$ cat src/rtl/core_run_controller.sv
// core_run_controller: run/step clock-enable generator, step counter and lane result LED display.
// Optional HEARTBEAT_EN turns the top LED into a flop that toggles on every core_en pulse.
module core_run_controller #(
  parameter int LANES = 2,
  parameter int DATA_W = 32,
  parameter int LED_W = 8,
  parameter int DIV_COUNT = 100000000,
  parameter int DEBOUNCE_CYCLES = 1000000,
  parameter int SEL_W = (LANES > 1 ? $clog2(LANES) : 1)
) (
  input  logic                    clk,
  input  logic                    n_rst,
  input  logic                    btn,
  input  logic [1:0]              mode,
  input  logic [SEL_W-1:0]        lane_sel,
  input  logic [LANES*DATA_W-1:0] lane_result,
  input  logic [LANES-1:0]        lane_valid,
  output logic                    core_en,
  output logic [15:0]             step_count,
  output logic [LED_W-1:0]        led
);
  localparam int DIV_W = $clog2(DIV_COUNT);
  localparam int DB_W = $clog2(DEBOUNCE_CYCLES + 1);
`ifdef HEARTBEAT_EN
  localparam int DISP_W = LED_W - 1;
`else
  localparam int DISP_W = LED_W;
`endif
  typedef enum logic [1:0] {HALT, STEP, SLOW, RUN} state_t;
  state_t            state;
  logic [DIV_W-1:0]  div;
  logic              sync1, sync2, btn_acc, btn_acc_q;
  logic [DB_W-1:0]   db_cnt;
  logic              step_req, mode_chg, div_end;
  logic              sel_hit, sel_valid;
  logic [DISP_W-1:0] sel_data, disp;
  logic              unused_ok;
  assign unused_ok = ^lane_result;
  assign step_req = btn_acc & ~btn_acc_q;
  assign mode_chg = mode != state;
  assign div_end = div == DIV_W'(DIV_COUNT - 1);
  always_ff @(posedge clk or negedge n_rst) begin
    if (!n_rst) begin
      sync1 <= 1'b0;
      sync2 <= 1'b0;
      btn_acc <= 1'b0;
      btn_acc_q <= 1'b0;
      db_cnt <= '0;
    end else begin
      sync1 <= btn;
      sync2 <= sync1;
      btn_acc_q <= btn_acc;
      if (sync2 == btn_acc)
        db_cnt <= '0;
      else if (db_cnt == DB_W'(DEBOUNCE_CYCLES - 1)) begin
        btn_acc <= sync2;
        db_cnt <= '0;
      end else
        db_cnt <= db_cnt + 1'b1;
    end
  end
  // a mode change in flight suppresses every pulse source, including a coincident step_req
  always_ff @(posedge clk or negedge n_rst) begin
    if (!n_rst) begin
      state <= HALT;
      div <= '0;
      core_en <= 1'b0;
    end else begin
      state <= state_t'(mode);
      div <= (mode_chg || state != SLOW || div_end) ? '0 : div + 1'b1;
      core_en <= !mode_chg && (state == RUN || (state == STEP && step_req) || (state == SLOW && div_end));
    end
  end
  always_comb begin
    sel_hit = 1'b0;
    sel_valid = 1'b0;
    sel_data = '0;
    for (int i = 0; i < LANES; i++)
      if (lane_sel == SEL_W'(i)) begin
        sel_hit = 1'b1;
        sel_valid = lane_valid[i];
        sel_data = lane_result[i*DATA_W +: DISP_W];
      end
  end
  always_ff @(posedge clk or negedge n_rst) begin
    if (!n_rst) begin
      step_count <= '0;
      disp <= '0;
    end else begin
      step_count <= step_count + {15'd0, core_en};
      if (core_en)
        disp <= !sel_hit ? '0 : sel_valid ? sel_data : disp;
    end
  end
`ifdef HEARTBEAT_EN
  logic hb;
  always_ff @(posedge clk or negedge n_rst) begin
    if (!n_rst)
      hb <= 1'b0;
    else
      hb <= hb ^ core_en;
  end
  assign led = {hb, disp};
`else
  assign led = disp;
`endif
endmodule
$ cat config.mk
export PLATFORM = sky130hd
export DESIGN_NAME = core_run_controller
export DESIGN_NICKNAME = d
export VERILOG_FILES = /design/src/rtl/core_run_controller.sv
export SDC_FILE = /design/constraint.sdc
export NUM_CORES = 1
export LEC_CHECK = 0
export BUFFER_PORTS_ARGS = -buffer_cell sky130_fd_sc_hd__buf_2
export CORE_ASPECT_RATIO = 2
export CORE_MARGIN = 5
export CORE_UTILIZATION = 48
export CTS_CLUSTER_SIZE = 25
export DETAILED_ROUTE_END_ITERATION = 10
export PLACE_DENSITY = 0.73
export SLEW_MARGIN = 10
export SYNTH_ARGS = -nofsm -noshare
export SYNTH_HDL_FRONTEND = slang
export SYNTH_SLANG_ARGS = --single-unit
export TNS_END_PERCENT = 20
$ cat constraint.sdc
create_clock -name clk -period 3.86 [get_ports clk]
set_clock_uncertainty 0.1 [all_clocks]
set_input_delay 0.579 -clock clk [delete_from_list [all_inputs] [get_ports clk]]
set_output_delay 0.579 -clock clk [all_outputs]
set_load 0.005 [all_outputs]
Word level (Yosys, flattened, before mapping)
Index checks and enable logic that the tools add are counted.
{"block": "op_classes", "addsub": 3, "eq_ne": 8, "muxes": 5, "bitwise_logic": 3, "n_reduce_logical": 10}
{"op": "$mux W20", "n": 2}
{"op": "$add A27 B1 Y27 const B", "n": 1}
{"op": "$eq A27 B27 Y1 const B", "n": 1}
{"op": "$mux W27", "n": 1}
{"op": "$add A20 B1 Y20 const B", "n": 1}
{"op": "$eq A20 B20 Y1 const B", "n": 1}
{"op": "$add A16 B1 Y16", "n": 1}
{"op": "$mux W8", "n": 1}
{"op": "$eq A2 B2 Y1 const B", "n": 2}
{"op": "$logic_or A1 B1 Y1", "n": 4}
{"op": "$reduce_and A2 Y1", "n": 2}
{"op": "$logic_and A1 B1 Y1", "n": 3}
{"op": "$eq A2 B1 Y1 const B", "n": 1}
{"op": "$ne A2 B2 Y1", "n": 1}
{"op": "$ne A2 B2 Y1 const B", "n": 1}
{"op": "$not A1 Y1", "n": 2}
{"op": "$and A1 B1 Y1", "n": 1}
{"op": "$eq A1 B1 Y1", "n": 1}
{"op": "$logic_not A1 Y1", "n": 1}
{"op": "$mux W1", "n": 1}
{"block": "word_totals", "register_bits": 78, "in_bits": 72, "output_inout_bits": 25, "elab_cells": 39}

Logic depth before layout (Yosys ltp)
{"block": "depth", "depth_word": 6, "depth_mapped": 7}

Worst setup path after synthesis
OpenSTA, ideal clock, no wires.
{"block": "synth_timing", "path_kind": "register -> register", "startpoint": "reg div[0]", "endpoint": "reg div[18]", "arrival_ps": 1737, "required_time_ps": 3678, "slack_ps": 1941, "path_stages_with_launch": 7, "path_buffers": 1, "synth_period_minus_slack_ps": 1919, "path_cell_list": "dfrtp_1 > ha_1 > nand4_2 > or2_0 > buf_2 > or4_1 > a31oi_1"}
{"block": "synth_via", "elab_chain_cells": 3, "word_cells_on_any_way": 4, "cone_classes": "1 x add/sub; 1 x eq/ne; 1 x mux; 1 x reduce/logical"}
{"element": "start, declared", "line_no": "31", "rtl": "logic [DIV_W-1:0] div;"}
{"element": "start signal, assigned", "line_no": "70", "rtl": "div <= (mode_chg || state != SLOW || div_end) ? '0 : div + 1'b1;"}
{"element": "parallel branches: the longest is 2 deep, another holds $add A27 B1 Y27"}
{"element": "$mux W27 (*)", "line_no": "70"}
Mark *: on every way between the ends.
A chain may end at the register's enable or synchronous reset.

Worst setup path in the final report
{"block": "layout_timing", "startpoint": "reg div[16]", "endpoint": "reg div[1]"}
{"block": "layout_via", "elab_chain_cells": 3}
{"element": "$eq A27 B27 Y1", "line_no": "41", "rtl": "assign div_end = div == DIV_W'(DIV_COUNT - 1);"}
{"element": "$logic_or A1 B1 Y1", "line_no": "70"}
{"element": "$mux W27", "line_no": "70"}
Every way passes these cells.

==> metrics.log <==
[metrics] result of the run: completed
[metrics] Setup-failing EPs final: 0
[metrics] ratio of total power to cell area: 407 mW/mm^2
[metrics] Post-Place Cell Area: 0.00413 mm^2
[metrics] area of the multi-input gates: 0.00179 mm^2
[metrics] sequential element share of the synthesized area: 50.6%
[metrics] total number of yosys warnings: 0
[metrics] EDFF count, synth: 0
[metrics] distinct cell type count of the synthesized netlist: 47
[metrics] global route total overflow: 0
[metrics] number of cells produced by synthesis: 376
[metrics] vias per cell: 6.04
[metrics] startpoint of the tightest hold check path: sync1$_DFF_PN0_
[metrics] class of the tightest hold or removal check: reg2reg
[metrics] Inserted Clock Buffers: 9
[metrics] Startpoint Class: register
[metrics] largest area contributor in the netlist: sky130_fd_sc_hd__dfrtp_1
[metrics] clock tree from TritonCTS: done
[metrics] worst reg-to-reg path cell count: 4
[metrics] Max-slew headroom: 34.3%
[metrics] total setup buffers inserted after CTS: 0
[metrics] Max Slew Vio Count: 0
[metrics] fraction of layout instances using a drive strength above 1: 16.8%
[metrics] remaining antenna violation count after routing: 0
[metrics] half-perimeter wire length after placement: 5.93 mm
[metrics] number of flip-flops and latches in the synthesized netlist: 78
[metrics] Crit Path Category: reg2reg
[metrics] Data arrival, critical path: 2.45 ns
[metrics] x dimension of the die: 73.4 um
[metrics] Fmax: 421 MHz
[metrics] Die Span Y: 137 um
[metrics] capture point of the worst reg-to-reg path: div[1]$_DFF_PN0_
[metrics] final RePlAce weighted congestion: 0.884
[metrics] min Tclk post-route: 2.38 ns
[metrics] Syn-to-layout area delta: 14.3%
[metrics] worst skew pair latency: 0.34 ns
[metrics] total wire length after detailed routing: 8.32 mm
[metrics] number of cell rows: 46
[metrics] Setup Total Neg Slack: 0 ns
[metrics] Hold Path Sink: sync2$_DFF_PN0_
[metrics] required time of the critical path: 3.93 ns
[metrics] Crit. End Element: register
[metrics] most frequent cell after synthesis: sky130_fd_sc_hd__dfrtp_1
[metrics] number of cells traversed by the worst hold path: 0
[metrics] via count of the first global-routing pass: 3124
[metrics] Non-Filler Cell Area, Final: 0.00441 mm^2
[metrics] Fill cells: 686
[metrics] TritonRoute pass-1 iters: 5
[metrics] critical-path maximum fanout: 18
[metrics] Placeable Area: 0.00789 mm^2
[metrics] total via count in the routed design: 3137
[metrics] number of H-tree branching levels: 3
[metrics] top-level port count: 97
[metrics] CTS clock-pin slew for the worst setup and hold paths: 0.05 ns
[metrics] final routed wire length divided by cell count: 16.0 um
[metrics] share of the clock period used by the worst path after layout: 61.6%
[metrics] area share of the largest cell type after synthesis: 50.6%
[metrics] number of antenna violations at the first check in global routing: 0
[metrics] slack of the worst reg-to-reg path: 1.48 ns
[metrics] die area: 0.0100 mm^2
[metrics] mean cell area of the mapped netlist: 10.3 um^2
[metrics] effective utilization at floorplan: 48.9%
[metrics] CTS Root Cell: sky130_fd_sc_hd__clkbuf_16
[metrics] setup repair after global routing missed its margin: no
[metrics] Maximum Capacitance Violations: 0
[metrics] proportion of register bits with asynchronous set or reset after synthesis: 100%
[metrics] net total in the final layout: 494
[metrics] beginning of the worst register-to-register path: div[16]$_DFF_PN0_
[metrics] worst supply voltage drop on vdd: 0.272 mV
[metrics] count of hold-fix buffers inserted at cts: 0
[metrics] Storage cell area: 0.00195 mm^2
[metrics] final hold violations: 0
[metrics] # clock sinks: 78
[metrics] top cells by area, synth: sky130_fd_sc_hd__dfrtp_1 51%, sky130_fd_sc_hd__xnor2_1 4.1%, sky130_fd_sc_hd__xor2_1 3.9%, sky130_fd_sc_hd__nand2_1 3.5%, sky130_fd_sc_hd__nand4_1 3.4%
[metrics] actual slew at the worst max-slew pin: 0.985 ns
[metrics] worst-case clock buffer depth: 2
[metrics] overall global routing resource usage: 17.6%
[metrics] # diodes: 0
[metrics] first-pass GRT wire length: 13.8 mm
[metrics] top post-synthesis cells by count: 78 x sky130_fd_sc_hd__dfrtp_1, 36 x sky130_fd_sc_hd__nand2_1, 24 x sky130_fd_sc_hd__nand3_1, 22 x sky130_fd_sc_hd__nor2_1, 21 x sky130_fd_sc_hd__nand4_1
[metrics] DRC: 0
[metrics] total nets after synthesis: 452
[metrics] largest net degree at the start of global routing: 79
[metrics] post-synthesis instance area: 0.00386 mm^2
[metrics] count of buffers from port buffering: 48
[metrics] number of instances resized during post-cts repair: 0
[metrics] Starting DRT DRC Count: 220
[metrics] P_leak: 1.90 nW
[metrics] dominant register cell in the synthesized netlist: sky130_fd_sc_hd__dfrtp_1
## cells by family after synthesis
group	count (synthesis)	share of synthesized area (%)
XOR/XNOR	35	7.94
flip-flops	78	50.6
AND/OR/NAND/NOR	168	24.8
buffers and inverters	23	2.92
AO/OA/AOI/OAI	58	9.79
multiplexers	10	2.66
adder cells (fa/ha/maj)	4	1.30
## state kept, by name, indices dropped and copies added, names as in the netlist
| name | count |
|---|---|
| state | 2 |
| btn_acc | 1 |
| sync1 | 1 |
| db_cnt | 20 |
| led | 8 |
| btn_acc_q | 1 |
| sync2 | 1 |
| core_en | 1 |
| step_count | 16 |
| div | 27 |
## cell type report
class	count	area share, %
inverter	6	0.511
sequential	78	44.3
clock inverter	5	0.795
tap	96	2.72
clock buffer	11	5.51
multi-input combinational	275	40.7
timing repair buffer	48	5.51
## critical path, cell delays in order, from the launching register on
cell	delay (ns)
sky130_fd_sc_hd__dfrtp_1	0.49
sky130_fd_sc_hd__nand4_1	0.13
sky130_fd_sc_hd__or4_1	0.67
sky130_fd_sc_hd__nor3_4	0.69
sky130_fd_sc_hd__nor3b_1	0.13
## metrics by stage
step	setup WS (ns)	cells	power, W	hold WS (ns)	utilization [%]
2_1_floorplan	1.94	376	0.000952	0.183	-
3_3_place_gp	1.53	503	0.00103	0.236	52.4
3_5_place_dp	1.50	503	0.00104	0.235	52.4
4_1_cts	1.48	519	0.00181	0.239	55.9
5_1_grt	1.30	519	0.00186	0.246	55.9
6_report	1.48	519	0.00180	0.247	55.9
## layer usage
metal  up-vias  GRT usage [%]  wire (um)
met3        28           2.87        393
met1      1542           18.7       3070
met5         -              0          0
met2        92           32.2       4530
li1       1475              -          -
met4         0           9.58        327
## layout by cell type (no fill, tap or decap), types with 3 or more instances in the layout
master / instances
sky130_fd_sc_hd__a21oi_1: 10
sky130_fd_sc_hd__xor2_1: 17
sky130_fd_sc_hd__a211oi_1: 9
sky130_fd_sc_hd__o21ai_0: 15
sky130_fd_sc_hd__dfrtp_1: 78
sky130_fd_sc_hd__nand2_1: 36
sky130_fd_sc_hd__nand3_1: 24
sky130_fd_sc_hd__inv_1: 6
sky130_fd_sc_hd__xnor2_1: 18
sky130_fd_sc_hd__o211ai_1: 3
sky130_fd_sc_hd__ha_1: 4
sky130_fd_sc_hd__and2_1: 4
sky130_fd_sc_hd__and3_1: 7
sky130_fd_sc_hd__o31ai_1: 10
sky130_fd_sc_hd__or3_1: 8
sky130_fd_sc_hd__nor3_1: 10
sky130_fd_sc_hd__or4_1: 12
sky130_fd_sc_hd__nor2_1: 22
sky130_fd_sc_hd__buf_2: 47
sky130_fd_sc_hd__and4_1: 7
sky130_fd_sc_hd__clkbuf_16: 9
sky130_fd_sc_hd__nand4_1: 21
sky130_fd_sc_hd__or4b_1: 3
sky130_fd_sc_hd__mux2i_1: 8
sky130_fd_sc_hd__a31oi_1: 4
## where the power goes
part / switching [W] / internal [W]
registers: 0.0000347 / 0.000861
clock network: 0.000327 / 0.000452
logic: 0.0000660 / 0.0000553
## how the worst max path moves through the flow
stage | slack [ns] | end | depth (start not counted) | start
after floorplan | 1.94 | div[18]$_DFF_PN0_ | 6 | div[0]$_DFF_PN0_
after detailed placement | 1.50 | div[3]$_DFF_PN0_ | 4 | div[16]$_DFF_PN0_
after CTS | 1.48 | div[1]$_DFF_PN0_ | 4 | div[15]$_DFF_PN0_
after global placement | 1.53 | core_en$_DFF_PN0_ | 4 | div[15]$_DFF_PN0_
final | 1.48 | div[1]$_DFF_PN0_ | 4 | div[16]$_DFF_PN0_
after global routing | 1.30 | div[1]$_DFF_PN0_ | 5 | div[0]$_DFF_PN0_
(Power assumes the default switching activity.)
